==> config.mk <==
export PLATFORM = sky130hd
export DESIGN_NAME = mem_bus_ctrl_flat
export DESIGN_NICKNAME = d
export VERILOG_FILES = /design/src/rtl/mem_bus_ctrl_if.sv /design/src/rtl/mem_bus_ctrl.sv /design/src/flat_wrapper.sv
export SDC_FILE = /design/constraint.sdc
export NUM_CORES = 1
export LEC_CHECK = 0
export CORE_AREA = 2 2 135 137
export CTS_BUF_LIST = sky130_fd_sc_hd__clkbuf_4
export CTS_CLUSTER_DIAMETER = 40
export DETAILED_ROUTE_END_ITERATION = 7
export DIE_AREA = 0 0 137 139
export DONT_BUFFER_PORTS = 1
export HOLD_SLACK_MARGIN = 0.15
export PLACE_DENSITY = 0.74
export SETUP_SLACK_MARGIN = 0.1
export SLEW_MARGIN = 5
export SYNTH_ARGS = -nofsm -noshare
export SYNTH_HDL_FRONTEND = slang
export SYNTH_SLANG_ARGS = --single-unit
==> constraint.sdc <==
create_clock -name clk -period 11.35 [get_ports clk]
set_input_delay 2.8375 -clock clk [delete_from_list [all_inputs] [get_ports clk]]
set_output_delay 2.8375 -clock clk [all_outputs]
set_load 0.02 [all_outputs]
==> src/rtl/mem_bus_ctrl_if.sv <==
// Load/store-unit side of the memory bus controller.
// The master is the LS unit; the slave is mem_bus_ctrl.
interface mem_bus_ctrl_if;
  logic [31:0] mem_addr;
  logic [31:0] mem_wdata;
  logic [31:0] mem_rdata;
  logic        mem_read;
  logic        mem_write;
  logic [2:0]  mem_u_b_h_w;

  modport master (
    output mem_addr, mem_wdata, mem_read, mem_write, mem_u_b_h_w,
    input  mem_rdata
  );

  modport slave (
    input  mem_addr, mem_wdata, mem_read, mem_write, mem_u_b_h_w,
    output mem_rdata
  );
endinterface

==> src/rtl/mem_bus_ctrl.sv <==
// Address decode, byte-lane steering and MMIO state (LED, keyboard FIFO, timer).
// Reads are combinational; all state commits on negedge clk, when the LS unit samples rdata.
module mem_bus_ctrl #(
  parameter int RAM_AW    = 12,
  parameter int VRAM_AW   = 13,
  parameter int KBD_DEPTH = 8,
  parameter int TIMER_DIV = 100
) (
  input  logic               clk,
  input  logic               rst,
  mem_bus_ctrl_if.slave      bus,
  output logic [RAM_AW-1:0]  ram_addr,
  output logic [3:0]         ram_we,
  output logic [31:0]        ram_wdata,
  input  logic [31:0]        ram_rdata,
  output logic [VRAM_AW-1:0] vram_addr,
  output logic               vram_we,
  output logic [31:0]        vram_wdata,
  input  logic               kbd_valid,
  input  logic [7:0]         kbd_data,
  output logic [15:0]        led,
  output logic               fault,
  output logic [31:0]        fault_addr
);

  localparam int KAW = $clog2(KBD_DEPTH);
  localparam int PW  = (TIMER_DIV > 1) ? $clog2(TIMER_DIV) : 1;
  localparam logic [PW-1:0] PRE_MAX = PW'(TIMER_DIV - 1);
  localparam logic [KAW:0]  KBD_FULL = (KAW + 1)'(KBD_DEPTH);

  localparam logic [1:0] SZ_B = 2'b00;
  localparam logic [1:0] SZ_H = 2'b01;
  localparam logic [1:0] SZ_W = 2'b10;

  localparam logic [1:0] R_LED  = 2'd0;
  localparam logic [1:0] R_KDAT = 2'd1;
  localparam logic [1:0] R_KSTA = 2'd2;
  localparam logic [1:0] R_TMR  = 2'd3;

  logic [31:0] a;
  logic [31:0] wd;
  logic [1:0]  sz;
  logic        uns;
  logic [1:0]  reg_sel;
  assign a       = bus.mem_addr;
  assign wd      = bus.mem_wdata;
  assign sz      = bus.mem_u_b_h_w[1:0];
  assign uns     = bus.mem_u_b_h_w[2];
  assign reg_sel = a[3:2];

  // ---------------------------------------------------------------- decode
  logic ram_hit, vram_hit, mmio_hit, is_w, aligned, legal, access;
  logic fault_now, do_wr, do_rd;

  assign ram_hit  = (a[31:RAM_AW+2] == '0);
  assign vram_hit = (a[31:28] == 4'hE) && (a[27:VRAM_AW+2] == '0);
  assign mmio_hit = (a[31:4] == 28'hF00_0000);
  assign is_w     = (sz == SZ_W);
  assign aligned  = (sz == SZ_B) ||
                    ((sz == SZ_H) && !a[0]) ||
                    (is_w && (a[1:0] == 2'b00));
  // MMIO and VRAM only accept full-word accesses.
  assign legal     = aligned && (ram_hit || ((vram_hit || mmio_hit) && is_w));
  assign access    = bus.mem_read || bus.mem_write;
  assign fault_now = access && !legal;
  assign do_wr     = bus.mem_write && legal;
  assign do_rd     = bus.mem_read && !bus.mem_write && legal;

  // ------------------------------------------------------- store steering
  logic [3:0] lane_sel;

  for (genvar l = 0; l < 4; l++) begin : g_lane
    localparam logic [1:0] LN = 2'(l);
    always_comb begin
      lane_sel[l]        = 1'b1;
      ram_wdata[8*l +: 8] = wd[8*l +: 8];
      if (sz == SZ_B) begin
        lane_sel[l]         = (a[1:0] == LN);
        ram_wdata[8*l +: 8] = wd[7:0];
      end else if (sz == SZ_H) begin
        lane_sel[l]         = (a[1] == LN[1]);
        ram_wdata[8*l +: 8] = LN[0] ? wd[15:8] : wd[7:0];
      end
    end
  end

  assign ram_addr   = a[RAM_AW+1:2];
  assign ram_we     = (do_wr && ram_hit) ? lane_sel : 4'b0000;
  assign vram_addr  = a[VRAM_AW+1:2];
  assign vram_we    = do_wr && vram_hit;
  assign vram_wdata = wd;

  // ------------------------------------------------------------ MMIO state
  logic [7:0]     kbd_mem [KBD_DEPTH];
  logic [KAW-1:0] kbd_wptr, kbd_rptr;
  logic [KAW:0]   kbd_cnt;
  logic           kbd_ovf;
  logic [31:0]    timer;
  logic [PW-1:0]  presc;

  logic kbd_nonempty, kbd_full, kbd_pop, kbd_push, ovf_set, ovf_clr;
  logic led_wr, tmr_wr, tick;
  logic [3:0] cnt4;

  assign kbd_nonempty = (kbd_cnt != '0);
  assign kbd_full     = (kbd_cnt == KBD_FULL);
  assign kbd_pop      = do_rd && mmio_hit && (reg_sel == R_KDAT) && kbd_nonempty;
  // A pop on the same edge frees a slot, so a full FIFO can still accept.
  assign kbd_push     = kbd_valid && (!kbd_full || kbd_pop);
  assign ovf_set      = kbd_valid && kbd_full && !kbd_pop;
  assign ovf_clr      = do_wr && mmio_hit && (reg_sel == R_KSTA);
  assign led_wr       = do_wr && mmio_hit && (reg_sel == R_LED);
  assign tmr_wr       = do_wr && mmio_hit && (reg_sel == R_TMR);
  assign tick         = (presc == PRE_MAX);
  assign cnt4         = 4'(kbd_cnt);

  always_ff @(negedge clk) begin
    if (kbd_push) kbd_mem[kbd_wptr] <= kbd_data;
  end

  always_ff @(negedge clk or posedge rst) begin
    if (rst) begin
      led        <= '0;
      fault      <= 1'b0;
      fault_addr <= '0;
      kbd_wptr   <= '0;
      kbd_rptr   <= '0;
      kbd_cnt    <= '0;
      kbd_ovf    <= 1'b0;
      timer      <= '0;
      presc      <= '0;
    end else begin
      if (fault_now && !fault) begin
        fault      <= 1'b1;
        fault_addr <= a;
      end
      if (led_wr) led <= wd[15:0];

      if (kbd_push) kbd_wptr <= kbd_wptr + 1'b1;
      if (kbd_pop)  kbd_rptr <= kbd_rptr + 1'b1;
      case ({kbd_push, kbd_pop})
        2'b10:   kbd_cnt <= kbd_cnt + 1'b1;
        2'b01:   kbd_cnt <= kbd_cnt - 1'b1;
        default: kbd_cnt <= kbd_cnt;
      endcase
      kbd_ovf <= (kbd_ovf && !ovf_clr) || ovf_set;

      if (tmr_wr) begin
        timer <= wd;
        presc <= '0;
      end else begin
        presc <= tick ? '0 : presc + 1'b1;
        if (tick) timer <= timer + 32'd1;
      end
    end
  end

  // ------------------------------------------------------------- read path
  logic [31:0] src, shifted, ext;

  always_comb begin
    src = '0;
    if (ram_hit) begin
      src = ram_rdata;
    end else if (mmio_hit) begin
      case (reg_sel)
        R_LED:   src = {16'h0, led};
        R_KDAT:  src = kbd_nonempty ? {24'h0, kbd_mem[kbd_rptr]} : 32'h0;
        R_KSTA:  src = {24'h0, cnt4, 2'b00, kbd_ovf, kbd_nonempty};
        default: src = timer;
      endcase
    end
  end

  assign shifted = src >> {a[1:0], 3'b000};

  always_comb begin
    case (sz)
      SZ_B:    ext = {{24{!uns && shifted[7]}}, shifted[7:0]};
      SZ_H:    ext = {{16{!uns && shifted[15]}}, shifted[15:0]};
      default: ext = src;
    endcase
  end

  assign bus.mem_rdata = do_rd ? ext : 32'h0;

endmodule
==> src/flat_wrapper.sv <==
// flat-port wrapper written by rule: the top's interface ports become plain ports
module mem_bus_ctrl_flat 
#(
  parameter int RAM_AW    = 12,
  parameter int VRAM_AW   = 13,
  parameter int KBD_DEPTH = 8,
  parameter int TIMER_DIV = 100
)
  (clk, rst, ram_addr, ram_we, ram_wdata, ram_rdata, vram_addr, vram_we, vram_wdata, kbd_valid, kbd_data, led, fault, fault_addr, bus_mem_addr, bus_mem_wdata, bus_mem_read, bus_mem_write, bus_mem_u_b_h_w, bus_mem_rdata);
  mem_bus_ctrl_if bus_i ();
  input  logic clk;
  input  logic rst;
  output logic [RAM_AW-1:0] ram_addr;
  output logic [3:0] ram_we;
  output logic [31:0] ram_wdata;
  input  logic [31:0] ram_rdata;
  output logic [VRAM_AW-1:0] vram_addr;
  output logic vram_we;
  output logic [31:0] vram_wdata;
  input  logic kbd_valid;
  input  logic [7:0] kbd_data;
  output logic [15:0] led;
  output logic fault;
  output logic [31:0] fault_addr;
  input wire logic [$bits(bus_i.mem_addr)-1:0] bus_mem_addr;
  input wire logic [$bits(bus_i.mem_wdata)-1:0] bus_mem_wdata;
  input wire logic [$bits(bus_i.mem_read)-1:0] bus_mem_read;
  input wire logic [$bits(bus_i.mem_write)-1:0] bus_mem_write;
  input wire logic [$bits(bus_i.mem_u_b_h_w)-1:0] bus_mem_u_b_h_w;
  output wire logic [$bits(bus_i.mem_rdata)-1:0] bus_mem_rdata;
  assign bus_i.mem_addr = bus_mem_addr;
  assign bus_i.mem_wdata = bus_mem_wdata;
  assign bus_i.mem_read = bus_mem_read;
  assign bus_i.mem_write = bus_mem_write;
  assign bus_i.mem_u_b_h_w = bus_mem_u_b_h_w;
  assign bus_mem_rdata = bus_i.mem_rdata;
  mem_bus_ctrl #(.RAM_AW(RAM_AW), .VRAM_AW(VRAM_AW), .KBD_DEPTH(KBD_DEPTH), .TIMER_DIV(TIMER_DIV)) u_core (.clk(clk), .rst(rst), .bus(bus_i), .ram_addr(ram_addr), .ram_we(ram_we), .ram_wdata(ram_wdata), .ram_rdata(ram_rdata), .vram_addr(vram_addr), .vram_we(vram_we), .vram_wdata(vram_wdata), .kbd_valid(kbd_valid), .kbd_data(kbd_data), .led(led), .fault(fault), .fault_addr(fault_addr));
endmodule
======== Word level (Yosys, flattened, before mapping) ========
Memories as Yosys holds them, arrays and structs flattened.
Index checks and enable logic that the tools add are counted.
storage, ports and cells
  flip-flop bits (word level) ............. 99
  bits in writable memories ............... 64
  input port bits ......................... 112
  output and inout bits ................... 175
  memories kept ........................... 1
cells by class
  add/sub/neg operators ................... 6
  equality and inequality tests ........... 14
  shift operators ......................... 1
  muxes and demuxes ....................... 25
  bitwise gates (word level) .............. 1
  reduce and logical (&&, ||, !) cells .... 48
memory list
  memory          words  bits a word  read ports  clocked after Yosys merged registers in  wr ports  line                RTL
  u_core.kbd_mem  8      8            1           0                                        1         mem_bus_ctrl.sv:94  logic [7:0] kbd_mem [KBD_DEPTH];
operators with widths
  kind                                                             number
  32-bit 2-to-1 mux                                                5
  32-bit case mux with 3 select lines                              1
  32-bit case mux with 2 select lines                              1
  8-bit 2-to-1 mux                                                 6
  32-bit by 1-bit adder with 32-bit output, second input constant  1
  32-bit by 5-bit >> shifter with 16-bit output                    1
  28-bit == test, second input constant                            1
  1-bit logical AND                                                25
  18-bit zero test                                                 1
  7-bit 2-to-1 mux                                                 2
  13-bit zero test                                                 1
  2-bit == test, second input constant                             6
  2-bit by 1-bit == test with 1-bit output, second input constant  4
  4-bit == test, second input constant                             2
  1-bit zero test                                                  8
  1-bit 2-to-1 mux                                                 8
  4-bit case mux with 2 select lines                               1
  7-bit by 1-bit adder with 7-bit output, second input constant    1
  7-bit == test, second input constant                             1
  1-bit logical OR                                                 7
  3-bit by 1-bit adder with 3-bit output, second input constant    2
  2-bit zero test                                                  3
  4-bit by 1-bit adder with 4-bit output, second input constant    1
  4-bit 2-to-1 mux                                                 1
  4 further kinds                                                  5

======== Depth between registers and ports, before layout ========
  word-level depth ........................ 14
  depth in mapped cells ................... 11

==> results.md <==
- The maximum single-stage delay on the critical path is 520 ps.
- The combinational share of power is 13.4%.
- Summed over all failing endpoints, the final setup total negative slack is -58.6 ps.
- The first global-routing pass estimated 41800 µm of wire.
- Prior to clock tree synthesis, the placed netlist has a worst setup slack of 353 ps.
- The count of unique library cells instantiated by Yosys is 68.
- By count the netlist is led by dfrtn_1 (99), nor2_1 (80), buf_4 (72).
- The via count of the first global-routing pass is 7287.
- The number of stages on the worst setup path is 9.
- The number of max-cap violations is 0.
- The clock tree skew after final layout is 97.7 ps.
- The critical path data required time is 8510 ps.
- The synthesized cell area is 9580 µm².
- The cell count after placement is 1045.
- The total power of the final layout is 1.45 mW.
- In the synthesized netlist the async set-or-reset flop fraction comes to 60.7%.
- The kind of cell adding the most delay to the critical path is multiplexers.
- The share of total power dissipated in the clock network is 30.5%.
- The simple-gate portion of the synthesized area is 13.8%.
- The share of cell area taken by muxes after synthesis is 13.5%.
- By area, the combinational part of the netlist is dominated by simple AND/OR/NAND/NOR gates.
- Global routing finished with a remaining overflow of 0.
- The largest fanout on the critical path is 4.
- In the final routed layout, each cell accounts on average for 24.1 µm.
- VDD sags by at most 77.3 µV.
- The power per standard cell area is 140 nW/µm².
- The count of input and output buffers is 0.
- The leakage component of the power is 4.04 nW.
- The arrival time of data at the critical path endpoint is 8530 ps.
- The clock buffer count from CTS is 17.
- The number of warnings issued by yosys is 0.
- The detailed-route DRC error count is 0.
- Of the total synthesized cell area, the portion taken by full adders, half adders and majority gates is 0.653%.
- The count of boundary I/O pins is 287.
- The hold violation count in the final report is 0.
- Of the post-synthesis cell area, the dominant cell type holds 25.9%.
- Once layout is complete, the utilization of the core stands at 58.9%.
- The beginning of the worst register-to-register path is u_core.cnt4[1]$_DFFE_NP0P_.
- Once the floorplan was initialized, standard cells occupied 54.3% of the core.
- The net count of the finished layout is 1027.
- Entering global routing, the biggest net connects 100 pins.
- Of all cell types, the one taking the most synthesized area is dfrtn_1.
- The most critical setup path has its startpoint at u_core.kbd_rptr[0]$_DFFE_NP0N_.
- The total internal power is 0.945 mW.
- For this design, the slowest cell found on the critical path is dfrtn_1.
- The compound-cell area share of the yosys netlist is 13.7%.
- Clock tree synthesis found a total of 163 sinks.
- After floorplanning, the core was divided into 49 placement rows.
- The checks that failed: setup timing.
- No sink is reached through more buffers than the 2 on the longest clock path.
- In the post-synthesis netlist, the biggest area contributors are dfrtn_1 (26%), edfxtp_1 (20%), buf_4 (5.6%).
- The total area inside the core boundary comes to 17700 µm².
- The DRC marker count from the first detailed-route iteration is 737.
- The run finished, with violations left.
- The count of placed standard cells in the final layout, fillers left out is 1153.
- The net count after synthesis is 1001.
- The clock transition at the registers of the reported paths is 100 ps.
- Among all flip-flop cells after synthesis, the most frequent one is dfrtn_1.
- The detail route stage leaves a number of antenna-violating nets equal to 0.
- The aggregate global-route resource usage is 29.0%.
- The average instance area after synthesis is 10.8 µm².
- Setup violations remaining at the end of the flow were counted as 6.
- Setup repair after global routing could not meet its margin everywhere.
- The count of buffer and inverter cells on the critical path is 2.
- The worst setup path is launched from a flip-flop.
- The clock network latency to the later pin of the worst-skew pair is 590 ps.
- The synthesis-to-layout area growth is 8.45%.
- The half-perimeter wire length after detailed placement is 19900 µm.
- In this run the tightest slew margin relative to its limit is 21.7%.
- The die extent in x is 137 µm.
- The die footprint is 19000 µm².
- The hold buffer count at CTS is 0.
- The number of pins with negative max-slew slack in the final report is 0.
- The reg-to-reg setup timing slack is 8790 ps.
- The share of final-layout standard cells stronger than drive strength 1 is 22.2%.
- In this run the power spent charging and discharging nets is 0.505 mW.
- At the end of routability-driven placement, the weighted congestion stood at 0.966.
- The routed wire length is 27800 µm.
- TritonCTS built the clock tree.
- In this run the vertical extent of the chip is 139 µm.
- The worst hold-check path type is reg -> reg.
- The number of flip-flops and latches in the synthesized netlist is 163.
- The number of cells traversed by the worst register-to-register path is 9.
- The capturing element of the worst setup path is bus_mem_rdata[10].
- Before antenna repair, the detailed router went through 8 iterations.
- The critical path goes through mux4_2, mux2_4, nor2_4, nor3_2, o21a_2, a21oi_4, buf_6, a221oi_2, buf_4.
- The H-tree was split into 4 levels.
- The clock tree root buffer cell is clkbuf_4.
- The transition time of the tightest slew-check pin is 1170 ps.
- Summing the areas of all xor and xnor instances in the mapped netlist gives 3.93% of the synthesized area.
- The setup slack of the critical path after layout is -19.9 ps.
- The most frequent cell after synthesis is dfrtn_1.
- Dividing the detail-routed via count by the number of cells gives 6.41.
- Net switching is 34.8% of the power.
- Of the synthesized area, sequential elements account for 45.9%.
- The sort of element at the end of the critical path is an output port.
- The setup path with the least slack is of type reg -> out.
- The initial antenna violation count is 1.
- The number of instances in the synthesized netlist is 884.
- The number of synthesized flops with an enable pin is 64.
- The share of total power dissipated in sequential elements is 56.1%.
- The capture point of the worst reg-to-reg path is u_core.cnt4[2]$_DFFE_NP0P_.
- For this block, the via count after detailed routing is 7396.
## what timing repair did
action	4_1_cts	5_1_grt
gates resized for setup	40	7
setup buffers	11	0
cloned	1	0
pin swaps	10	4
setup endpoints to repair	30	32
## layer usage
| metal | part of all wire (%) | global-route usage, % | vias up | wire, µm |
|---|---|---|---|---|
| met2 | 49 | 46.1 | 402 | 13500 |
| li1 | - | - | 3263 | - |
| met3 | 9.9 | 9.43 | 80 | 2750 |
| met4 | 4.3 | 14.2 | 0 | 1190 |
| met1 | 37 | 35.3 | 3651 | 10300 |
| met5 | 0 | 0 | - | 0 |
## area by class of cell
| class | instances | area, µm² |
|---|---|---|
| fill | 1497 | 7270 |
| antenna | 1 | 2.50 |
| inverter | 10 | 40.0 |
| tap | 229 | 287 |
| sequential | 163 | 4400 |
| multi-input combinational | 590 | 4570 |
| clock buffer | 17 | 128 |
| clock inverter | 79 | 399 |
| timing repair buffer | 64 | 564 |
## sequential cells by signal (all words and copies together) (netlist names)
| register | count |
|---|---|
| u_core.fault | 1 |
| u_core.fault_addr | 32 |
| u_core.led | 16 |
| u_core.kbd_rptr | 3 |
| u_core.kbd_ovf | 1 |
| u_core.timer | 32 |
| u_core.presc | 7 |
| u_core.cnt4 | 4 |
| u_core.kbd_mem | 64 |
| u_core.kbd_wptr | 3 |
## power groups by stage
stage / Sequential (mW) / Clock (mW) / Combinational [mW]
6_report: 0.813 / 0.442 / 0.194
3_3_place_gp: 0.818 / 0.0341 / 0.179
4_1_cts: 0.813 / 0.449 / 0.194
3_5_place_dp: 0.822 / 0.0341 / 0.186
2_1_floorplan: 0.798 / 0.0341 / 0.183
5_1_grt: 0.821 / 0.493 / 0.213
## stage by stage
step	hold slack [ps]	instance area, µm²
floorplan	359	9580
global placement	377	9530
detailed placement	398	9530
CTS	401	10400
global route	426	10400
finish	398	10400
## layout by cell type (no fill, tap or decap), drive strengths merged, types with 19 or more instances in the layout
master / Yosys / final
xor2: 22 / 22
a22oi: 25 / 25
o21ai: 33 / 33
nor3: 26 / 26
nand2: 50 / 50
nand3: 19 / 19
buf: 94 / 64
nor2: 80 / 80
xnor2: 21 / 21
inv: 10 / 84
a21oi: 51 / 51
mux2: 69 / 69
dfrtn: 99 / 99
edfxtp: 64 / 64
## kinds of logic (layout without fill, tap and decap cells)
group           Yosys count  count (layout)
compound gates          188             188
xor+xnor                 43              43
fa+ha+maj                 5               5
buf+inv                 131             170
flops                   163             163
mux                     101             101
other cells               0               1
simple gates            253             253
## how the worst min path moves through the flow
stage                                         start                   endpoint  slack, ps  cells past startpoint
after detailed placement  u_core.presc[0]$_DFF_NP0_  u_core.presc[0]$_DFF_NP0_        400                      1
after CTS                 u_core.presc[0]$_DFF_NP0_  u_core.presc[0]$_DFF_NP0_        400                      1
after global routing      u_core.presc[0]$_DFF_NP0_  u_core.presc[0]$_DFF_NP0_        430                      1
after global placement    u_core.presc[0]$_DFF_NP0_  u_core.presc[0]$_DFF_NP0_        380                      1
final                     u_core.presc[0]$_DFF_NP0_  u_core.presc[0]$_DFF_NP0_        400                      1
after floorplan           u_core.presc[0]$_DFF_NP0_  u_core.presc[0]$_DFF_NP0_        360                      1
## worst reg2reg max path: stages (launching register included)
cell,delay (ps)
dfrtn_1,580
nor4_2,130
nor3b_1,290
and3_1,250
o211ai_4,130
or2_1,300
xnor2_1,150
ha_1,200
o31ai_1,280
xor2_1,100
Power figures use the tool's default switching activity.
